--- config.mk ---
export PLATFORM = sky130hd
export DESIGN_NAME = uart_transmit_fifo
export DESIGN_NICKNAME = d
export VERILOG_FILES = /design/src/rtl/uart_transmit_fifo.sv
export SDC_FILE = /design/constraint.sdc
export NUM_CORES = 1
export LEC_CHECK = 0
export BUFFER_PORTS_ARGS = -buffer_cell sky130_fd_sc_hd__buf_4
export CORE_AREA = 2 2 147 106
export DETAILED_ROUTE_END_ITERATION = 8
export DIE_AREA = 0 0 149 108
export PLACE_DENSITY = 0.65
export SYNTH_ARGS = -nofsm -noshare
export SYNTH_HDL_FRONTEND = slang
export SYNTH_SLANG_ARGS = --single-unit
--- constraint.sdc ---
create_clock -name clk_in -period 6.94 [get_ports clk_in]
set_input_delay 1.388 -clock clk_in [delete_from_list [all_inputs] [get_ports clk_in]]
set_output_delay 1.388 -clock clk_in [all_outputs]
set_load 0.02 [all_outputs]
--- src/rtl/uart_transmit_fifo.sv ---
// 8N1 UART transmitter with a byte FIFO in front of the line-timing state machine.
// tx_wire_out is registered from the current state, so the start bit appears one edge after the pop.
module uart_transmit_fifo #(
  parameter int INPUT_CLOCK_FREQ = 100_000_000,
  parameter int BAUD_RATE        = 9600,
  parameter int FIFO_DEPTH       = 16
) (
  input  logic                          clk_in,
  input  logic                          rst_in,
  input  logic [7:0]                    data_byte_in,
  input  logic                          trigger_in,
  output logic                          ready_out,
  output logic                          busy_out,
  output logic [$clog2(FIFO_DEPTH):0]   fifo_count_out,
  output logic                          tx_wire_out
);

  localparam int PERIOD = INPUT_CLOCK_FREQ / BAUD_RATE;
  localparam int AW     = $clog2(FIFO_DEPTH);
  localparam int CW     = AW + 1;
  localparam int BW     = $clog2(PERIOD + 1);

  typedef enum logic [1:0] {IDLE, START, DATA, STOP} state_t;

  state_t          state, state_nxt;
  logic [BW-1:0]   baud_cnt, baud_nxt;
  logic [2:0]      bit_cnt, bit_nxt;
  logic [7:0]      shift, shift_nxt;
  logic [7:0]      mem [FIFO_DEPTH];
  logic [AW-1:0]   rd_ptr, wr_ptr;
  logic [CW-1:0]   count;
  logic            push, pop, line, baud_done, fifo_empty;

  assign fifo_empty     = (count == '0);
  assign ready_out      = (count != CW'(FIFO_DEPTH));
  assign push           = trigger_in && ready_out;
  assign baud_done      = (baud_cnt == BW'(PERIOD - 1));
  assign busy_out       = (state != IDLE) || !fifo_empty;
  assign fifo_count_out = count;

  always_comb begin
    state_nxt = state;
    baud_nxt  = baud_cnt + BW'(1);
    bit_nxt   = bit_cnt;
    shift_nxt = shift;
    pop       = 1'b0;
    line      = 1'b1;
    case (state)
      IDLE: begin
        baud_nxt = '0;
        if (!fifo_empty) begin
          pop       = 1'b1;
          shift_nxt = mem[rd_ptr];
          state_nxt = START;
        end
      end
      START: begin
        line = 1'b0;
        if (baud_done) begin
          baud_nxt  = '0;
          bit_nxt   = 3'd0;
          state_nxt = DATA;
        end
      end
      DATA: begin
        line = shift[0];
        if (baud_done) begin
          baud_nxt  = '0;
          shift_nxt = shift >> 1;
          if (bit_cnt == 3'd7) state_nxt = STOP;
          else                 bit_nxt   = bit_cnt + 3'd1;
        end
      end
      STOP: begin
        if (baud_done) begin
          baud_nxt = '0;
          // Chain straight into the next start bit when more bytes are waiting.
          if (!fifo_empty) begin
            pop       = 1'b1;
            shift_nxt = mem[rd_ptr];
            state_nxt = START;
          end else begin
            state_nxt = IDLE;
          end
        end
      end
      default: state_nxt = IDLE;
    endcase
  end

  always_ff @(posedge clk_in) begin
    if (!rst_in && push) mem[wr_ptr] <= data_byte_in;
  end

  always_ff @(posedge clk_in) begin
    if (rst_in) begin
      state       <= IDLE;
      baud_cnt    <= '0;
      bit_cnt     <= 3'd0;
      shift       <= 8'd0;
      rd_ptr      <= '0;
      wr_ptr      <= '0;
      count       <= '0;
      tx_wire_out <= 1'b1;
    end else begin
      state       <= state_nxt;
      baud_cnt    <= baud_nxt;
      bit_cnt     <= bit_nxt;
      shift       <= shift_nxt;
      tx_wire_out <= line;
      if (push) wr_ptr <= wr_ptr + AW'(1);
      if (pop)  rd_ptr <= rd_ptr + AW'(1);
      case ({push, pop})
        2'b10:   count <= count + CW'(1);
        2'b01:   count <= count - CW'(1);
        default: count <= count;
      endcase
    end
  end

endmodule

# --- After elaboration in Yosys (flattened, before gate mapping) ---
# Memory sizes are Yosys's and may differ from the RTL's. A register that Yosys moved wholly into a read port is not among the register bits.
# Index checks and enable logic that the tools add are counted.
op_classes:
  n_mux: 26
  n_eq_ne: 14
  reduce_logical: 15
  add_sub_neg: 6
op_table:
  columns: ["op", "n"]
  rows:
  - ["$pmux 14 s2", 1]
  - ["$mux 8", 3]
  - ["$pmux 8 s3", 1]
  - ["$add 14x1->14 const B", 1]
  - ["$eq 14x14->1 const B", 1]
  - ["$mux 14", 1]
  - ["$ne 2x2->1 const B", 6]
  - ["$mux 2", 5]
  - ["$pmux 5 s2", 1]
  - ["$mux 3", 3]
  - ["$add 4x1->4 const B", 2]
  - ["$mux 4", 2]
  - ["$pmux 2 s4", 1]
  - ["$eq 2x2->1 const B", 3]
  - ["$pmux 3 s2", 1]
  - ["$reduce_bool 2->1", 3]
  - ["$add 5x1->5 const B", 1]
  - ["$logic_not 5->1", 1]
  - ["$mux 1", 5]
  - ["$ne 5x5->1 const B", 1]
  - ["$reduce_and 5->1", 1]
  - ["$sub 5x1->5 const B", 1]
  - ["$eq 2x1->1 const B", 2]
  - ["$pmux 1 s2", 2]
  - ["other kinds (10)", 12]
totals:
  in_bits: 11
  reg_bits: 41
  mem_count: 1
  ram_bits: 128
  word_cells: 70
  output_inout_bits: 8
mem_list:
  columns: ["name", "words", "width", "rd", "rd_clocked_by_memory_dff", "wr", "line_no", "text"]
  rows:
  - ["mem", 16, 8, 1, 1, 1, "29", "logic [7:0] mem [FIFO_DEPTH];"]

# --- Logic depth before layout (Yosys ltp) ---
# Gate-level depths: netlist (run 1).
logic_depth:
  ltp_word: 6
  mapped_depth: 15
  mapped_depth_nobuf: 13

# --- Least setup slack after synthesis (run 1) ---
# No wires, ideal clock.
synth_timing:
  kind: "input to register"
  start: "in trigger_in"
  end: "reg count[2], in the netlist fifo_count_out[2]"
  t_arrival_ns: 3.435
  stages: 12
  required_ns: 6.817
  setup_slack_ns: 3.381
  n_path_buf: 2
  setup_ns: 0.123
  cell_sequence: "and2_2 clkbuf_1 inv_1 ha_1 clkbuf_1 xor2_1 ha_1 nor2_1 xor2_1 nor2_1 mux2i_1 mux2_1"
synth_between:
  elab_chain_len: 3
  word_cells_on_any_way: 5
synth_lines:
  columns: ["element", "line_no", "text"]
  rows:
  - ["start: declaration", "11", "input logic trigger_in,"]
  - ["$logic_and 1x1->1 *", "36", "assign push = trigger_in && ready_out;"]
  - ["$eq 2x1->1 or $eq 2x2->1 (tied branches)", "113", "case ({push, pop})"]
  - ["$pmux 5 s2 or $reduce_bool 2->1 (tied branches)", null, null]
  - ["end signal: assignment", "114", "2'b10: count <= count + CW'(1);"]
  - ["end signal: assignment", "115", "2'b01: count <= count - CW'(1);"]
  - ["end signal: assignment", "116", "default: count <= count;"]
  - ["end: declaration", "31", "logic [CW-1:0] count;"]
# Every way passes the cells marked *; elsewhere a longest branch is shown, timed or not.
# A chain may end at the register's enable or synchronous reset.

# --- Worst setup path in the final report (run 1) ---
layout_timing:
  start: "reg state[1]"
  end: "reg count[2], in the netlist fifo_count_out[2]"
layout_between:
  elab_chain_len: 4
  word_cells_on_any_way: 7
layout_lines:
  columns: ["element", "line_no", "text"]
  rows:
  - ["start: declaration", "25", "state_t state, state_nxt;"]
  - ["start signal: assignment", "106", "state <= state_nxt;"]
  - ["$eq 2x2->1 or $logic_not 2->1 (tied branches)", "48", "case (state)"]
  - ["$pmux 1 s2 *", "48", null]
  - ["named net pop", "32", "logic push, pop, line, baud_done, fifo_empty;"]
  - ["$eq 2x1->1 or $eq 2x2->1 (tied branches)", "113", null]
  - ["$pmux 5 s2 or $reduce_bool 2->1 (tied branches)", null, null]
# The timed path passes the listed nets; every way through them passes the cells marked *.

==> results of run 1 <==
==> synth_stat cells (5+ instances only) <==
| master | count |
|---|---|
| nand4_1 | 5 |
| a21oi_1 | 6 |
| mux4_2 | 40 |
| nor2_1 | 64 |
| xor2_1 | 13 |
| dfxtp_1 | 45 |
| a211oi_1 | 9 |
| inv_1 | 11 |
| clkbuf_1 | 13 |
| xnor2_1 | 8 |
| nand3_1 | 8 |
| nand2_1 | 24 |
| ha_1 | 15 |
| mux2i_1 | 12 |
| nor3_1 | 5 |
| edfxtp_1 | 128 |
| buf_2 | 8 |
==> where the power goes <==
| group | total, W | internal [W] | switching [W] |
|---|---|---|---|
| combinational | 0.000633 | 0.000297 | 0.000336 |
| sequential | 0.00123 | 0.00117 | 0.0000658 |
| clock | 0.000941 | 0.000511 | 0.000431 |
| total | 0.00281 | 0.00197 | 0.000833 |
==> routing by layer <==
layer	share of wire (%)	routed length, um	vias up
met1	51	6810	1912
met5	0	0	-
li1	-	-	1797
met4	1.3	181	0
met3	4.6	613	18
met2	43	5850	85
==> through the flow <==
stage	util (%)	hold WS [ps]	total power, W	area, um^2
2_1_floorplan	-	430	0.00173	7230
3_3_place_gp	51.7	443	0.00188	7520
3_5_place_dp	51.7	458	0.00189	7520
4_1_cts	55.9	470	0.00283	8120
5_1_grt	55.9	495	0.00295	8120
6_report	55.9	467	0.00281	8120
==> path summary, 6_finish.rpt <==
kind | to | slack [ps] | cells past startpoint
min reg2reg | bit_cnt[1] | 470 | 2
min | bit_cnt[1] | 470 | 2
max | fifo_count_out[2] | 3450 | 13
max reg2reg | fifo_count_out[2] | 3450 | 13
==> cell type report <==
| cell class | instances | area, um^2 |
|---|---|---|
| Inverter | 11 | 41.3 |
| Clock inverter | 13 | 136 |
| Timing Repair Buffer | 22 | 165 |
| Clock buffer | 19 | 464 |
| Sequential cell | 173 | 4750 |
| Fill cell | 1129 | 6420 |
| Tap cell | 195 | 244 |
| Multi-Input combinational cell | 253 | 2320 |
==> flip-flops by register name, summed over array words and instances, names as in the netlist, named ones only <==
signal and flops:
tx_wire_out 1, wr_ptr 4, state 2, fifo_count_out 5, bit_cnt 3, shift 8, mem 128, rd_ptr 4
baud_cnt 14
==> worst max-delay path: cells and delay by family (launching register included) <==
family / cells / cell delay, ps
adder cells (fa/ha/maj): 3 / 910
AND/OR/NAND/NOR: 5 / 1170
multiplexers: 2 / 480
AO/OA/AOI/OAI: 1 / 150
flip-flops: 1 / 400
XOR/XNOR: 2 / 280
==> kinds of logic (layout without fill, tap and decap cells) <==
family | after synthesis | count (layout)
adder cells (fa/ha/maj) | 15 | 15
flip-flops | 173 | 173
buffers and inverters | 38 | 65
AO/OA/AOI/OAI | 31 | 31
XOR/XNOR | 21 | 21
AND/OR/NAND/NOR | 131 | 131
multiplexers | 55 | 55
==> results by group, run 1 <==
Run status
  – Status: finished clean

CTS
  – Max Root-Sink Buffers: 2
  – Clock sink count: 173
  – CTS tree: done
  – # resized after CTS: 0
  – Setup Fix Bufs, Post-CTS: 0
  – Clock transition at path regs: 70 ps
  – Clock root buffer: clkbuf_16
  – H-tree Lvls: 4
  – Total CTS buffers: 17
  – Skew-Pair Late Insertion Delay: 430 ps
  – Post-CTS Hold Buffers: 0

STA
  – Max Transition Viols Final: 0
  – Fin Setup TNS: 0 ps
  – Worst slew pin tran: 1190 ps
  – Max Fclk: 287 MHz
  – Fin crit share: 50.2%
  – Hold Violations, Final: 0
  – Setup violators final: 0
  – Clock skew: 16.1 ps
  – Max-slew headroom: 20.0%
  – Post-route setup slack: 3450 ps
  – Tmin final: 3490 ps
  – RSZ-0062 raised after global routing: false

Global routing
  – Vias in the first global route: 3729
  – Largest net degree at the start of global routing: 36
  – GRT overflow: 0
  – Met2 Use GR: 25.8%
  – GRT Max-Usage Layer: met1
  – Met3 global-route usage: 3.92%
  – Met1 Use GR: 27.6%
  – GRT Overall Usage: 18.2%
  – Initial antenna violation count: 0
  – Global-route wire length before repair: 21.1 mm

Synthesis
  – YS warnings: 0
  – Dominant cell type by area after synthesis: edfxtp_1
  – Sequential element share of the synthesized area: 65.6%
  – Post-synth EDFFs: 128
  – Main combinational cell family by area after synthesis: multiplexers
  – Flops & latches, synth: 173
  – Top cell type's share of synthesized area: 53.2%
  – Mapped Nets: 490
  – Post-Synth Simple-Gate Area: 9.05%
  – Post-synthesis adder-cell area fraction: 2.60%
  – Syn Inst Count: 464
  – Main synth FF type: edfxtp_1
  – Syn Std Cell Area: 0.00723 mm^2
  – Xor/xnor cell area share of the yosys netlist: 2.54%
  – Syn Area/Cell: 15.6 um^2
  – Area contributors post-synth: edfxtp_1 (53%), dfxtp_1 (12%), mux4_2 (12%), nor2_1 (3.3%), ha_1 (2.6%)
  – Compound-Gate Fraction of Synth Area: 3.32%
  – Post-synthesis cell type count: 51
  – Async SR Flop Fraction: 0%
  – Multiplexer area fraction after synthesis: 14.6%

Worst setup path
  – Largest stage delay, worst path: 460 ps
  – Crit path required time: 7260 ps
  – Setup crit start: state[1]
  – Critical-path cell list: ha_1 > or4bb_1 > nor4_4 > o21bai_4 > nor2_1 > ha_1 > xor2_1 > ha_1 > nor2_1 > xor2_1 > nor2_1 > mux2i_1 > mux2_1
  – Crit end category: register
  – Startpoint types: register
  – RR Startpoint: state[1]
  – Data arrival, critical path: 3810 ps
  – Cell with the largest stage delay on the worst path: or4bb_1
  – Crit Path Category: register to register
  – Largest fanout on the critical path: 9

Worst hold path
  – Hold crit path type: register to register
  – Hold_sp: bit_cnt[1]

Floorplan
  – Die area: 0.0161 mm^2
  – Die width: 149 um
  – Starting Density: 49.7%
  – Core box area: 0.0145 mm^2
  – Top Ports: 19
  – FP Rows: 37
  – Die height: 108 um

Power
  – LEAKAGE: 2.65 nW
  – Power Density: 346 mW/mm^2
  – Worst vdd ir: 317 uV

Finish
  – Area delta synth->final: 12.3%
  – Final nets: 504
  – Layout cells sized above 1: 21.8%
  – Commonest cells after routing, fill and taps aside: edfxtp_1 (128), nor2_1 (64), dfxtp_1 (43)
  – Layout Cells excl Fill: 686
  – Antenna diodes: 0
  – Leading cell type in the layout, fill and taps excluded: edfxtp_1

Drt
  – Final ANT Viol Nets: 0
  – Routed WL per cell: 19.6 um
  – DR iter-0 viols: 369
  – Via density per instance: 5.56
  – Drt first pass iters: 5
  – DRT Wirelength: 13.4 mm
  – Residual DRC: 0
  – Vias post-DR: 3812

Placed design
  – Dpl ws: 3340 ps
  – PortBufs: 18
  – Placed Instances: 654
  – HPWL Detailed: 8.84 mm
  – Placer Congestion: 0.823

Flow run
  – Max-cap violations: 0
Power figures use the tool's default switching activity.
==> inputs of run 2 (changes only) <==
--- a/config.mk
+++ b/config.mk
@@ -9,7 +9,7 @@
 export CORE_AREA = 2 2 147 106
 export DETAILED_ROUTE_END_ITERATION = 8
 export DIE_AREA = 0 0 149 108
-export PLACE_DENSITY = 0.65
+export PLACE_DENSITY = 0.68
 export SYNTH_ARGS = -nofsm -noshare
 export SYNTH_HDL_FRONTEND = slang
 export SYNTH_SLANG_ARGS = --single-unit
==> constraint.sdc (replaced) <==
create_clock -name clk_in -period 3.1 [get_ports clk_in]
set_input_delay 0.62 -clock clk_in [delete_from_list [all_inputs] [get_ports clk_in]]
set_output_delay 0.62 -clock clk_in [all_outputs]
set_load 0.02 [all_outputs]
==> results by group, run 2 (synthesized netlist as in run 1, its figures left out) <==
STA
  – Max-slew headroom: 47.4%
  – Tmin final: 2960 ps
  – Hold Violations, Final: 0
  – Clock skew: 12.5 ps
  – Fin crit share: 95.4%
  – RSZ-0062 raised after global routing: true
  – Max Transition Viols Final: 0
  – Max Fclk: 338 MHz
  – Setup violators final: 0
  – Worst slew pin tran: 789 ps

Floorplan
  – Core box area: 0.0145 mm^2
  – Top Ports: 19
  – Die width: 149 um
  – FP Rows: 37
  – Die height: 108 um
  – Die area: 0.0161 mm^2
  – Starting Density: 49.7%

CTS
  – H-tree Lvls: 4
  – Clock sink count: 173
  – Clock root buffer: clkbuf_16
  – Total CTS buffers: 17
  – Max Root-Sink Buffers: 2
  – # resized after CTS: 0
  – Post-CTS Hold Buffers: 0
  – Skew-Pair Late Insertion Delay: 420 ps
  – CTS tree: done
  – Clock transition at path regs: 70 ps
  – Setup Fix Bufs, Post-CTS: 0

Global routing
  – Vias in the first global route: 3837
  – Initial antenna violation count: 0
  – GRT overflow: 0
  – Global-route wire length before repair: 21.5 mm
  – Largest net degree at the start of global routing: 36
  – GRT Overall Usage: 18.2%

Power
  – Power Density: 766 mW/mm^2
  – Sw frac: 29.5%
  – Internal power: 0.00449 W
  – Worst vdd ir: 395 uV
  – Sequential share of power: 42.8%
  – Power share of the combinational group: 25.0%
  – Sw power: 0.00188 W
  – Total Power: 0.00638 W
  – LEAKAGE: 2.76 nW
  – Clock network power share: 32.2%

Finish
  – Antenna diodes: 0
  – Max FFs per register: 128
  – Final core occ: 57.3%
  – Post-route cell area: 0.00833 mm^2
  – Most flop-heavy register: mem
  – Leading cell type in the layout, fill and taps excluded: edfxtp_1
  – Largest regs: mem x128, baud_cnt x14, shift x8
  – Area delta synth->final: 15.2%
  – Commonest cells after routing, fill and taps aside: edfxtp_1 (128), nor2_1 (62), buf_4 (43)
  – Layout cells sized above 1: 26.8%
  – Final nets: 527

Worst setup path
  – Largest stage delay, worst path: 470 ps
  – Largest fanout on the critical path: 4
  – Critical-path cell list: ha_4 > or4bb_4 > nor4_4 > o21bai_4 > nor2_2 > ha_2 > xor2_2 > ha_2 > nor2_2 > xor2_1 > nor2_1 > mux2i_1 > mux2_1
  – Crit path buffers/inverters: 0
  – Crit path required time: 3410 ps
  – Critical path's top delay family: simple AND/OR/NAND/NOR gates
  – Startpoint types: register
  – Crit Path Category: register to register
  – Crit end category: register
  – Data arrival, critical path: 3260 ps
  – Cell with the largest stage delay on the worst path: or4bb_4

Drt
  – Vias post-DR: 3941
  – Residual DRC: 0
  – Via density per instance: 5.56
  – DR iter-0 viols: 411
  – Routed WL per cell: 19.1 um
  – Drt first pass iters: 5
  – DRT Wirelength: 13.5 mm
  – Final ANT Viol Nets: 0

Flow run
  – Max-cap violations: 0

Placed design
  – PortBufs: 18
  – Placer Congestion: 0.831
  – HPWL Detailed: 9.01 mm
  – DP Area: 0.00772 mm^2

Worst hold path
  – Hold crit path type: register to register

Run status
  – Status: finished clean
[run 2: layout make-up]
type	count	area, um^2
clock buffer	20	458
timing repair buffer	45	363
multi-input combinational	253	2360
sequential	173	4750
inverter	11	41.3
tap	195	244
clock inverter	12	110
fill	1113	6210
[run 2: per-layer routing]
layer  vias up  wire length, um  GRT usage (%)
met5         -                0              0
li1       1833                -              -
met3         5              704           5.11
met1      2005             6670           28.0
met4         0               70           3.95
met2        98             6090           26.1
[run 2: path summary, 6_finish.rpt]
path         depth (start not counted)  slack (ps)     start                end
max reg2reg                         13         140  state[0]  fifo_count_out[2]
min reg2reg                          2         460  shift[7]           shift[7]
max                                 13         140  state[0]  fifo_count_out[2]
min                                  2         460  shift[7]           shift[7]
[run 2: power by group through the flow]
stage          sequential, W  combinational [W]  clock, W
6_report             0.00273            0.00160   0.00205
5_1_grt              0.00275            0.00175   0.00218
4_1_cts              0.00272            0.00159   0.00208
3_5_place_dp         0.00277            0.00157         0
3_3_place_gp         0.00276            0.00155         0
2_1_floorplan        0.00276            0.00113         0
[run 2: tightest hold or removal path, cell delays in order, from the launching register on]
cell and delay (ps):
dfxtp_1 310, nand2_1 50, a21oi_1 50
[run 2: metrics by stage]
step           worst slack (ps)  hold slack (ps)  std cells  TNS [ps]
2_1_floorplan              14.3              430        464         0
5_1_grt                   -15.3              492        709     -25.5
3_3_place_gp                170              441        677         0
3_5_place_dp               81.8              453        677         0
4_1_cts                    49.4              462        709         0
6_report                    141              460        709         0
==> inputs of run 3 (changes only) <==
--- a/config.mk
+++ b/config.mk
@@ -6,10 +6,9 @@
 export NUM_CORES = 1
 export LEC_CHECK = 0
 export BUFFER_PORTS_ARGS = -buffer_cell sky130_fd_sc_hd__buf_4
-export CORE_AREA = 2 2 147 106
+export CORE_AREA = 2 2 175 126
 export DETAILED_ROUTE_END_ITERATION = 8
-export DIE_AREA = 0 0 149 108
-export PLACE_DENSITY = 0.68
+export DIE_AREA = 0 0 177 128
 export SYNTH_ARGS = -nofsm -noshare
 export SYNTH_HDL_FRONTEND = slang
 export SYNTH_SLANG_ARGS = --single-unit
==> results by group, run 3 (synthesized netlist as in run 1, its figures left out) <==
Run status
  – Status: finished clean

Finish
  – Leading cell type in the layout, fill and taps excluded: edfxtp_1
  – Layout Cells excl Fill: 795
  – Antenna diodes: 0
  – Final nets: 526
  – Most flop-heavy register: mem
  – Commonest cells after routing, fill and taps aside: edfxtp_1 (128), nor2_1 (64), dfxtp_1 (43), buf_4 (43), mux4_2 (40)
  – Area delta synth->final: 16.4%
  – Largest regs: mem x128, baud_cnt x14, shift x8
  – Max FFs per register: 128
  – Layout cells sized above 1: 25.7%
  – Filler Cells Inserted: 1925

Worst setup path
  – Crit Path Category: register to register
  – Crit path required time: 3420 ps
  – Cell with the largest stage delay on the worst path: or4b_4
  – Largest fanout on the critical path: 6
  – Critical path's top delay family: simple AND/OR/NAND/NOR gates
  – Largest stage delay, worst path: 550 ps
  – Data arrival, critical path: 3310 ps
  – Crit path buffers/inverters: 0
  – Startpoint types: register
  – Critical-path cell list: or4b_4 > nor4_4 > o21bai_4 > nor2_1 > ha_2 > xor2_1 > ha_2 > nor2_1 > xor2_1 > nor2_1 > mux2i_1 > mux2_1
  – CP dominant cell by count: nor2_1
  – Crit end category: register

Power
  – Worst vdd ir: 399 uV
  – Power Density: 760 mW/mm^2
  – Sw power: 0.00189 W
  – Power share of the combinational group: 23.9%
  – Internal power: 0.00450 W
  – Sequential share of power: 43.0%
  – LEAKAGE: 2.76 nW
  – Clock network power share: 33.1%
  – Sw frac: 29.6%

Floorplan
  – Die area: 0.0227 mm^2
  – Die width: 177 um
  – FP Rows: 45
  – Top Ports: 19
  – Starting Density: 34.2%
  – Core box area: 0.0211 mm^2
  – Die height: 128 um

CTS
  – H-tree Lvls: 4
  – Clock transition at path regs: 70 ps
  – Clock root buffer: clkbuf_16
  – Max Root-Sink Buffers: 2
  – CTS tree: done
  – Skew-Pair Late Insertion Delay: 430 ps
  – Clock sink count: 173
  – Setup Fix Bufs, Post-CTS: 0
  – Total CTS buffers: 17

Global routing
  – Vias in the first global route: 3776
  – Largest net degree at the start of global routing: 36
  – GRT Max-Usage Layer: met2
  – Met1 Use GR: 18.2%
  – Initial antenna violation count: 0
  – Global-route wire length before repair: 21.6 mm
  – GRT overflow: 0
  – GRT Overall Usage: 12.9%
  – Met2 Use GR: 19.4%
  – Met3 global-route usage: 3.50%

Worst hold path
  – Hold crit path type: register to register

STA
  – Post-route setup slack: 106 ps
  – Max-slew headroom: 48.1%
  – Fin crit share: 96.6%
  – Hold Worst Slack: 466 ps
  – Tmin final: 2990 ps
  – Hold Violations, Final: 0
  – Max Transition Viols Final: 0
  – Max Fclk: 334 MHz
  – Worst slew pin tran: 778 ps
  – Fin Setup TNS: 0 ps
  – Setup violators final: 0
  – Clock skew: 18.2 ps

Drt
  – Final ANT Viol Nets: 0
  – Routed WL per cell: 17.2 um
  – Via density per instance: 4.85
  – Vias post-DR: 3854
  – Residual DRC: 0
  – Drt first pass iters: 4
  – DRT Wirelength: 13.7 mm
  – DR iter-0 viols: 279

Placed design
  – Dpl ws: 145 ps
  – Placer Congestion: 0.783
  – HPWL Detailed: 9.15 mm
  – PortBufs: 18
  – Placed Instances: 763

Flow run
  – Max-cap violations: 0
-- run 3: cell count changes in the layout (fill, tap and decap cells not counted), sizes merged --
| cell | previous run | this run |
|---|---|---|
| buf | 45 | 44 |
| bufinv | 0 | 1 |
| clkbuf | 20 | 17 |
| clkinv | 0 | 5 |
| clkinvlp | 0 | 2 |
| inv | 23 | 18 |
-- run 3: what timing repair did --
| item | 4_1_cts | 5_1_grt |
|---|---|---|
| hold buffers | 0 | 0 |
| endpoints found under the setup margin | 0 | 1 |
| resized for setup | 0 | 3 |
-- run 3: worst paths after layout --
| check | startpoint | to | slack (ps) | depth (start not counted) |
|---|---|---|---|---|
| setup / recovery | baud_cnt[9] | fifo_count_out[2] | 110 | 12 |
| hold / removal | shift[7] | shift[7] | 470 | 2 |
| setup reg to reg | baud_cnt[9] | fifo_count_out[2] | 110 | 12 |
| hold reg to reg | shift[7] | shift[7] | 470 | 2 |
-- run 3: area by class of cell --
type                    count  area (um^2)  share of cell area, %
repair buffers             44          343                   4.08
inverters                  11         41.3                  0.491
multi-input cells         253         2330                   27.7
flip-flops and latches    173         4750                   56.4
well taps                 282          353                   4.19
clock inverters            15          174                   2.07
clock buffers              17          425                   5.06
-- run 3: metal layers --
layer	up-vias	wire length, um
met3	6	552
met1	1949	6760
met4	0	93
met5	-	0
met2	66	6260
li1	1833	-
-- run 3: through the flow --
| stage | utilization (%) | cell area [um^2] | total power (W) |
|---|---|---|---|
| after floorplan | - | 7230 | 0.00389 |
| after CTS | 39.8 | 8410 | 0.00644 |
| after global routing | 39.8 | 8410 | 0.00671 |
| after detailed placement | 37.0 | 7810 | 0.00432 |
| final | 39.8 | 8410 | 0.00639 |
| after global placement | 37.0 | 7810 | 0.00428 |
-- run 3: worst register-to-register path: cells and delay by family, from the launching register on --
family	cells	cell delay, ps
AOI/OAI and AO/OA	1	80
and+or+nand+nor	5	1140
xor gates and xnor gates	2	320
adders and majority gates	2	470
DFF	1	370
muxes	2	510
-- run 3: power groups by stage --
| stage | registers [W] | clock network (W) | logic, W |
|---|---|---|---|
| after global routing | 0.00277 | 0.00227 | 0.00168 |
| after detailed placement | 0.00280 | 0 | 0.00152 |
| after global placement | 0.00279 | 0 | 0.00149 |
| after CTS | 0.00275 | 0.00216 | 0.00153 |
| final | 0.00275 | 0.00212 | 0.00153 |
| after floorplan | 0.00276 | 0 | 0.00113 |
